==> src/rtl/heichips25_sa_pkg.sv <==
// Shared types and constants for the systolic-array host sequencer.
package heichips25_sa_pkg;

    localparam int N          = 4;
    localparam int N_ELEMS    = N * N;
    localparam int LOAD_BYTES = 2 * N_ELEMS;

    typedef enum logic [2:0] {
        IDLE,
        FILL,
        GAP,
        LOADW,
        LOADI,
        WAIT,
        STORE,
        DRAIN
    } sa_seq_state_t;

    // Weights arrive row-major but the array wants them column-major:
    // slot k reads W[k mod 4][k div 4], i.e. buffer index (k mod 4)*4 + k div 4.
    function automatic logic [3:0] w_slot_index(input logic [3:0] k);
        return {k[1:0], k[3:2]};
    endfunction

endpackage

==> src/rtl/heichips25_sa_result_buf.sv <==
// 16-entry capture buffer for the array results, one write and one read port.
module heichips25_sa_result_buf
    import heichips25_sa_pkg::*;
#(
    parameter int OUTWIDTH = 16
) (
    input  logic                clk,
    input  logic                rst_n,
    input  logic                i_wr_en,
    input  logic [3:0]          i_wr_idx,
    input  logic [OUTWIDTH-1:0] i_wr_data,
    input  logic [3:0]          i_rd_idx,
    output logic [OUTWIDTH-1:0] o_rd_data
);

    logic [OUTWIDTH-1:0] r_mem [N_ELEMS];

    // Capture one result per enabled cycle; cleared on reset.
    always_ff @(posedge clk or negedge rst_n) begin
        if (!rst_n) begin
            for (int i = 0; i < N_ELEMS; i++) begin
                r_mem[i] <= '0;
            end
        end else if (i_wr_en) begin
            r_mem[i_wr_idx] <= i_wr_data;
        end
    end

    assign o_rd_data = r_mem[i_rd_idx];

endmodule

==> src/rtl/heichips25_sa_sequencer.sv <==
// Host-side sequencer: buffers W and A from a byte stream, loads the
// systolic array without stalls, collects its 16 results and streams them out.
module heichips25_sa_sequencer
    import heichips25_sa_pkg::*;
#(
    parameter int BITWIDTH       = 8,
    parameter int OUTWIDTH       = 2 * BITWIDTH,
    parameter int TIMEOUT_CYCLES = 64
) (
    input  logic                clk,
    input  logic                reset_n,
    input  logic                in_valid,
    output logic                in_ready,
    input  logic [BITWIDTH-1:0] in_data,
    output logic                res_valid,
    input  logic                res_ready,
    output logic [OUTWIDTH-1:0] res_data,
    output logic                res_last,
    output logic [BITWIDTH-1:0] sa_data_in,
    output logic                sa_load_weights,
    output logic                sa_load_inputs,
    output logic                sa_store_outputs,
    input  logic [OUTWIDTH-1:0] sa_results,
    input  logic                sa_valid_out,
    output logic                busy,
    output logic                timeout_err
);

    localparam int WAIT_W = $clog2(TIMEOUT_CYCLES + 1);

    sa_seq_state_t       r_state;
    sa_seq_state_t       w_state_nxt;
    logic [BITWIDTH-1:0] r_ibuf [LOAD_BYTES];
    logic [4:0]          r_fill_cnt;
    logic [3:0]          r_slot;
    logic [WAIT_W-1:0]   r_wait_cnt;
    logic [WAIT_W-1:0]   w_wait_nxt;
    logic [3:0]          r_rd_cnt;
    logic                r_timeout_err;
    logic                r_cap_vld_p1;
    logic [3:0]          r_cap_idx_p1;
    logic                w_in_ready;
    logic                w_accept;
    logic                w_wait_expired;
    logic                w_load_w;
    logic                w_load_i;
    logic                w_store;
    logic                w_res_valid;
    logic [OUTWIDTH-1:0] w_rd_data;

    assign w_wait_nxt     = r_wait_cnt + 1'b1;
    assign w_wait_expired = (w_wait_nxt == WAIT_W'(TIMEOUT_CYCLES));
    assign w_accept       = in_valid & w_in_ready;

    // State register.
    always_ff @(posedge clk or negedge reset_n) begin
        if (!reset_n) begin
            r_state <= IDLE;
        end else begin
            r_state <= w_state_nxt;
        end
    end

    // Next-state and strobe decode; load/store phases run back to back with no stall.
    always_comb begin
        w_state_nxt = r_state;
        w_in_ready  = 1'b0;
        w_load_w    = 1'b0;
        w_load_i    = 1'b0;
        w_store     = 1'b0;
        w_res_valid = 1'b0;
        case (r_state)
            IDLE: begin
                w_in_ready = 1'b1;
                if (in_valid) w_state_nxt = FILL;
            end
            FILL: begin
                w_in_ready = 1'b1;
                if (in_valid && r_fill_cnt == 5'(LOAD_BYTES - 1)) w_state_nxt = GAP;
            end
            GAP: begin
                w_state_nxt = LOADW;
            end
            LOADW: begin
                w_load_w = 1'b1;
                if (r_slot == 4'd15) w_state_nxt = LOADI;
            end
            LOADI: begin
                w_load_i = 1'b1;
                if (r_slot == 4'd15) w_state_nxt = WAIT;
            end
            WAIT: begin
                if (sa_valid_out) begin
                    w_state_nxt = STORE;
                end else if (w_wait_expired) begin
                    w_state_nxt = IDLE;
                end
            end
            STORE: begin
                w_store = 1'b1;
                if (r_slot == 4'd15) w_state_nxt = DRAIN;
            end
            DRAIN: begin
                w_res_valid = 1'b1;
                if (res_ready && r_rd_cnt == 4'd15) w_state_nxt = IDLE;
            end
            default: begin
                w_state_nxt = IDLE;
            end
        endcase
    end

    // Byte buffer, phase counters and the sticky timeout flag.
    always_ff @(posedge clk or negedge reset_n) begin
        if (!reset_n) begin
            for (int i = 0; i < LOAD_BYTES; i++) begin
                r_ibuf[i] <= '0;
            end
            r_fill_cnt    <= '0;
            r_slot        <= '0;
            r_wait_cnt    <= '0;
            r_rd_cnt      <= '0;
            r_timeout_err <= 1'b0;
        end else begin
            if (w_accept) begin
                r_ibuf[r_fill_cnt] <= in_data;
                r_fill_cnt         <= r_fill_cnt + 1'b1;
            end
            if (r_state == WAIT && !sa_valid_out && w_wait_expired) begin
                r_timeout_err <= 1'b1;
            end else if (w_accept && r_state == IDLE) begin
                r_timeout_err <= 1'b0;
            end
            if (w_load_w || w_load_i || w_store) begin
                r_slot <= r_slot + 1'b1;
            end else begin
                r_slot <= '0;
            end
            r_wait_cnt <= (r_state == WAIT) ? w_wait_nxt : '0;
            if (w_res_valid && res_ready) begin
                r_rd_cnt <= r_rd_cnt + 1'b1;
            end
        end
    end

    // Stage p1: the array registers its results, so capture lags the store index by one cycle.
    always_ff @(posedge clk or negedge reset_n) begin
        if (!reset_n) begin
            r_cap_vld_p1 <= 1'b0;
            r_cap_idx_p1 <= '0;
        end else begin
            r_cap_vld_p1 <= w_store;
            r_cap_idx_p1 <= r_slot;
        end
    end

    heichips25_sa_result_buf #(
        .OUTWIDTH (OUTWIDTH)
    ) u_rbuf (
        .clk       (clk),
        .rst_n     (reset_n),
        .i_wr_en   (r_cap_vld_p1),
        .i_wr_idx  (r_cap_idx_p1),
        .i_wr_data (sa_results),
        .i_rd_idx  (r_rd_cnt),
        .o_rd_data (w_rd_data)
    );

    // in_ready is forced low while reset is held so every output reads 0 during reset.
    assign in_ready         = w_in_ready & reset_n;
    assign sa_load_weights  = w_load_w;
    assign sa_load_inputs   = w_load_i;
    assign sa_store_outputs = w_store;
    assign sa_data_in       = w_load_w ? r_ibuf[{1'b0, w_slot_index(r_slot)}] :
                              w_load_i ? r_ibuf[{1'b1, r_slot}] : '0;
    assign res_valid        = w_res_valid;
    assign res_data         = w_res_valid ? w_rd_data : '0;
    assign res_last         = w_res_valid && (r_rd_cnt == 4'd15);
    assign busy             = (r_state != IDLE);
    assign timeout_err      = r_timeout_err;

endmodule
==> config.mk <==
export PLATFORM = sky130hd
export DESIGN_NAME = heichips25_sa_sequencer
export DESIGN_NICKNAME = d
export VERILOG_FILES = /design/src/rtl/heichips25_sa_pkg.sv /design/src/rtl/heichips25_sa_result_buf.sv /design/src/rtl/heichips25_sa_sequencer.sv
export SDC_FILE = /design/constraint.sdc
export NUM_CORES = 1
export LEC_CHECK = 0
export BUFFER_PORTS_ARGS = -buffer_cell sky130_fd_sc_hd__buf_2
export CAP_MARGIN = 25
export CORE_MARGIN = 4
export CORE_UTILIZATION = 45
export DETAILED_ROUTE_END_ITERATION = 10
export GPL_TIMING_DRIVEN = 0
export PLACE_DENSITY_LB_ADDON = 0.08
export SLEW_MARGIN = 30
export SYNTH_ARGS = -nofsm -noshare
export SYNTH_HDL_FRONTEND = slang
export SYNTH_SLANG_ARGS = --single-unit
==> constraint.sdc <==
create_clock -name clk -period 3 [get_ports clk]
set_clock_uncertainty 0.2 [all_clocks]
set_input_delay 0.15 -clock clk [delete_from_list [all_inputs] [get_ports clk]]
set_output_delay 0.15 -clock clk [all_outputs]
set_load 0.01 [all_outputs]
[Word-level counts from Yosys, hierarchy flattened]
Index checks and enable logic that the tools add are counted.
Storage, ports and cells
  register bits: 541
  input bits: 29
  output and inout bits: 32
  word-level logic and storage cells: 145
Cells by class
  equality and inequality tests: 18
  $lt $le $gt $ge: 7
  mux-type cells: 36
  bitwise logic cells: 7
  reductions and logical operators: 17
  add/sub/neg operators: 4
Operator list (number)
  $bwmux W256: 2
  $bmux W8 S5: 2
  $bmux W16 S4: 1
  $demux W16 S4: 1
  $mux W16: 4
  $mux W8: 7
  $demux W8 S5: 1
  $mux W3: 8
  $pmux W3 S8: 1
  $ge A6 B6 Y1 const B: 3
  $eq A3 B3 Y1 const B: 4
  $ne A2 B2 Y1 const B: 6
  $not A5 Y6: 2
  $ge A5 B5 Y1 const B: 2
  $not A4 Y5: 2
  $logic_and A1 B1 Y1: 9
  $add A4 B1 Y4 const B: 2
  $eq A4 B4 Y1 const B: 2
  $add A7 B1 Y7 const B: 1
  $eq A7 B7 Y1 const B: 1
  $mux W1: 7
  $mux W7: 1
  $reduce_and A7 Y1: 1
  $eq A3 B2 Y1 const B: 2
  other kinds (15): 17

[Depth between registers and ports, before layout]
  depth in word-level cells: 7
  mapped depth: 8

[Hierarchy]
From an unflattened synthesis, not the netlist that was laid out.
Unflattened totals
  cells, all modules: 1622
  area, all modules: 25222.9 um^2
Modules (own cells, without submodules)
  heichips25_sa_sequencer: cells each 910, sequential area each 7131.8 um^2, area an instance 13615.6 um^2, instances 1
  heichips25_sa_result_buf: cells each 712, sequential area each 6406.1 um^2, area an instance 11607.4 um^2, instances 1

[Least setup slack after synthesis]
No wires, ideal clock.
  kind: register -> output
  start: reg r_slot[0]
  end: out sa_data_in[1]
  data required time: 2.650 ns
  stages on the path, launching flop included: 8
  data arrival time: 1.807 ns
  slack: 0.843 ns
  path buffers: 2
  path through: dfrtp_1 > clkbuf_1 > buf_2 > mux4_2 > mux2i_1 > nor2_1 > a21oi_1 > nand3_1
Between the ends
  longest elaborated chain between the ends: 6
  elaborated cells on any way between the ends: 10
  those cells by class: mux (8); bitwise (2)
RTL lines
  start, declared: line heichips25_sa_sequencer.sv:35  | logic [3:0] r_slot;
  start signal, assigned: line heichips25_sa_sequencer.sv:135  | r_slot <= r_slot + 1'b1;
  $not A5 Y6 (not written as such): line heichips25_sa_sequencer.sv:175  | w_load_i ? r_ibuf[{1'b1, r_slot}] : '0;
  $bmux W8 S5: line heichips25_sa_sequencer.sv:175
  $mux W8 (not written as such) (2 in a row): line heichips25_sa_sequencer.sv:175
  $mux W8: line heichips25_sa_sequencer.sv:175
  $mux W8 *: line heichips25_sa_sequencer.sv:174  | assign sa_data_in = w_load_w ? r_ibuf[{1'b0, w_slot_index(r_slot)}] :
  end, declared: line heichips25_sa_sequencer.sv:19  | output logic [BITWIDTH-1:0] sa_data_in,
Every way passes the cells marked *; elsewhere a longest branch is shown, timed or not. The select of a mux whose other input is x is not followed.

[Worst setup path after layout]
  start: reg r_slot[0]
  end: out sa_data_in[4]
Same word-level chain as after synthesis.

==> impl_metrics.toml <==
[clocking]
h-tree-depth = 2
tritoncts = "done"
clock_insertion_delay_worst_skew_ps = 610
path_clk_slew_ps = 60
clk_root_buffer_cell = "clkbuf_16"
buffer_depth_of_the_longest_clock_path = 3
inserted_clock_buffers = 57
cts_sinks = 541

[worst_setup_path]
critical_path_required_ps = 2650
rr_startpoint = "r_cap_idx_p1[1]"
worst_ep_arrival_time_ps = 2600
register_to_register_path_depth = 4
endpoint_of_the_worst_slack_reg_to_reg_timing_path = "u_rbuf.r_mem[107]"
worstSetupEndpointType = "primary output"
reg2reg_slack_ps = 400
critPathLaunchType = "register"
worstSetupPathType = "reg2out"
cp_max_fo = 5

[routing]
drcViolationCount = 0
detail_route.iter0.violations = 753
remaining_antenna_violation_count_after_routing = 0
post_drt_via_cell_ratio = 5.661
drt-total-wl_um = 60160
routed-via-count = 14190
dr.pass1.iters = 5
post_drt_wl_per_cell_um = 24.01

[grt]
grt_pass1_wl_um = 95480
grt_max_degree = 88
grt_antenna_before_repair = 0
grt_pass1_vias = 15520
total_congestion_overflow_after_global_routing = 0
gr-usage-all-layers_pct = 20.98

[cells_and_area]
drive_above_1_share_pct = 50.00
final_core_util_pct = 53.11
diodes = 0
layout.cells.most_common = "dfrtp_1"
syn2layout_area_growth_pct = 16.17
commonest_non_fill_non_tap_cells_in_the_layout = "dfrtp_1, mux2_2, mux4_2"
fill_cells = 4558
final_design_area_no_fill_mm2 = 0.02869
finish.net_count = 1805

[sta]
layout_worst_path_cycle_share_pct = 98.40
drv_slew = 0
timing.final.crit_period_ps = 2952
worst_slew_margin_rel_pct = 39.96
worst_margin_pin_slew_ps = 897.3
fin_hold_ws_ps = 197.2
final-hold-violation-count = 0
report.final.setup_viol = 0
unrepaired_setup_endpoints_after_global_routing = "true"
fmax_ghz = 0.3387

[yosys]
synth_top_flop_cell = "dfrtp_1"
post_synth_num_cell_types = 45
synth-seq-area-share_pct = 54.82
synth_seq_cells = 541
post_synth_instance_area_mm2 = 0.02470
synth_edf_count = 0
synthCells = 1611
asyncSetResetFlopFracSynth_pct = 100.0
total_number_of_yosys_warnings = 0
avg_inst_size_synth_um2 = 15.33
syn-num-nets = 1648

[floorplan]
core_mm2 = 0.05403
start_util_pct = 45.71
die_width_um = 242.3
rows = 85
boundaryPins = 61
floorplan.die.height_um = 242.3
design.die.area_mm2 = 0.05869

[hold_path]
timing.hold.worst_endpoint = "r_cap_idx_p1[2]"
worstHoldStart = "r_slot[2]"
hold_class = "reg2reg"
whs_path_depth = 0

[placed_design]
gp_routability_congestion = 0.7725
buffer_ports.inserted = 60
placed_cell_area_mm2 = 0.02607
post-dp-hpwl_um = 41300

[power]
vdd_ir_drop_max_mv = 0.5265
totalPowerFinal_mw = 23.15
leakage_nw = 13.13
power_per_cell_area_mw_per_mm2 = 807.0

[run_status]
status = "finished clean"

[run]
maxCapViolations = 0
[critical path: stages, from the launching register on]
cell and delay (ps):
dfrtp_2 490, buf_12 180, mux4_2 560, mux2i_1 210, nor2_2 80, a21oi_2 180
nand3_2 130, buf_6 160
[power breakdown]
part	internal (mW)	leakage [nW]	switching, mW
clock network	4.00	0.899	2.87
registers	8.93	7.20	0.815
logic	3.48	5.03	3.06
total	16.4	13.1	6.74
[synthesized netlist by cell type, types with 7 or more instances]
master      n  area, um^2
dfrtp_1   541       13540
mux2_2    504        5675
mux4_2    114        2567
clkbuf_1   72       270.3
mux2i_1    62       620.6
buf_2      41       205.2
nor2_1     32       120.1
nand2_1    28       105.1
a22oi_1    20       150.1
nand3_1    18       90.09
o22ai_1    16       100.1
nor2_4     15       168.9
a211oi_1   12       90.09
mux2_1     11       123.9
and3_1     10       62.56
nor2b_1    10       62.56
a21oi_1     9       45.04
ha_1        8       100.1
nand2b_1    8       50.05
nand3b_1    7       52.55
o21ai_0     7       35.03
xnor2_1     7       61.31
[per-layer routing]
metal | global-route usage [%] | routed length [um] | vias up
met5 | 0 | 0 | -
met4 | 6.146 | 1602 | 0
met3 | 2.878 | 1824 | 96
met2 | 36.48 | 30730 | 209
met1 | 27.64 | 26000 | 7595
li1 | - | - | 6286
[logic make-up (layout without fill, tap and decap cells)]
kind of cell	after synthesis	after routing	synth area share (%)
compound gates	77	77	2.153
xor+xnor	13	13	0.4610
fa+ha+maj	8	8	0.4053
buf+inv	128	327	2.214
flops	541	541	54.82
mux	691	691	36.39
simple gates	153	153	3.562
[area by class of cell]
type / instances / area, um^2 / area share (%)
Tap cell: 696 / 870.8 / 3.035
Inverter: 5 / 18.77 / 0.06541
Buffer: 114 / 703.2 / 2.451
Timing Repair Buffer: 107 / 910.9 / 3.175
Multi-Input combinational cell: 942 / 10830 / 37.75
Clock buffer: 94 / 1778 / 6.197
Clock inverter: 7 / 38.79 / 0.1352
Sequential cell: 541 / 13540 / 47.19
[per-stage QoR]
stage / setup slack (ps) / std cells / setup TNS [ps]
3_3_place_gp: -9736 / 2367 / -5235350
2_1_floorplan: 843.1 / 1611 / 0
6_report: 47.88 / 2506 / 0
4_1_cts: -10.37 / 2501 / -10.37
3_5_place_dp: -293.0 / 2374 / -1298
5_1_grt: -38.32 / 2506 / -120.3
[sequential cells by signal (all words and copies together) (netlist names)]
name / count
r_cap_idx_p1: 4
r_cap_vld_p1: 1
r_fill_cnt: 5
r_ibuf: 256
r_rd_cnt: 4
r_slot: 4
r_state: 3
r_wait_cnt: 7
timeout_err: 1
u_rbuf.r_mem: 256
[worst max-delay path by stage]
stage / startpoint / slack [ps] / endpoint
after CTS: r_slot[1] / -10 / sa_data_in[4]
after global placement: reset_n / -9740 / r_ibuf[177]
after global routing: r_slot[0] / -40 / sa_data_in[1]
after detailed placement: r_slot[2] / -290 / sa_data_in[4]
after floorplan: r_slot[0] / 840 / sa_data_in[1]
final: r_slot[0] / 50 / sa_data_in[4]
[what timing repair did]
action,in CTS,in global routing
gates resized for setup,95,31
gates cloned,0,1
endpoints found under the hold margin,569,0
hold buffers,31,0
pin swaps,7,4
buffers inserted,4,4
endpoints found under the setup margin,25,19
Note: power is estimated with default switching activity, not from simulation.
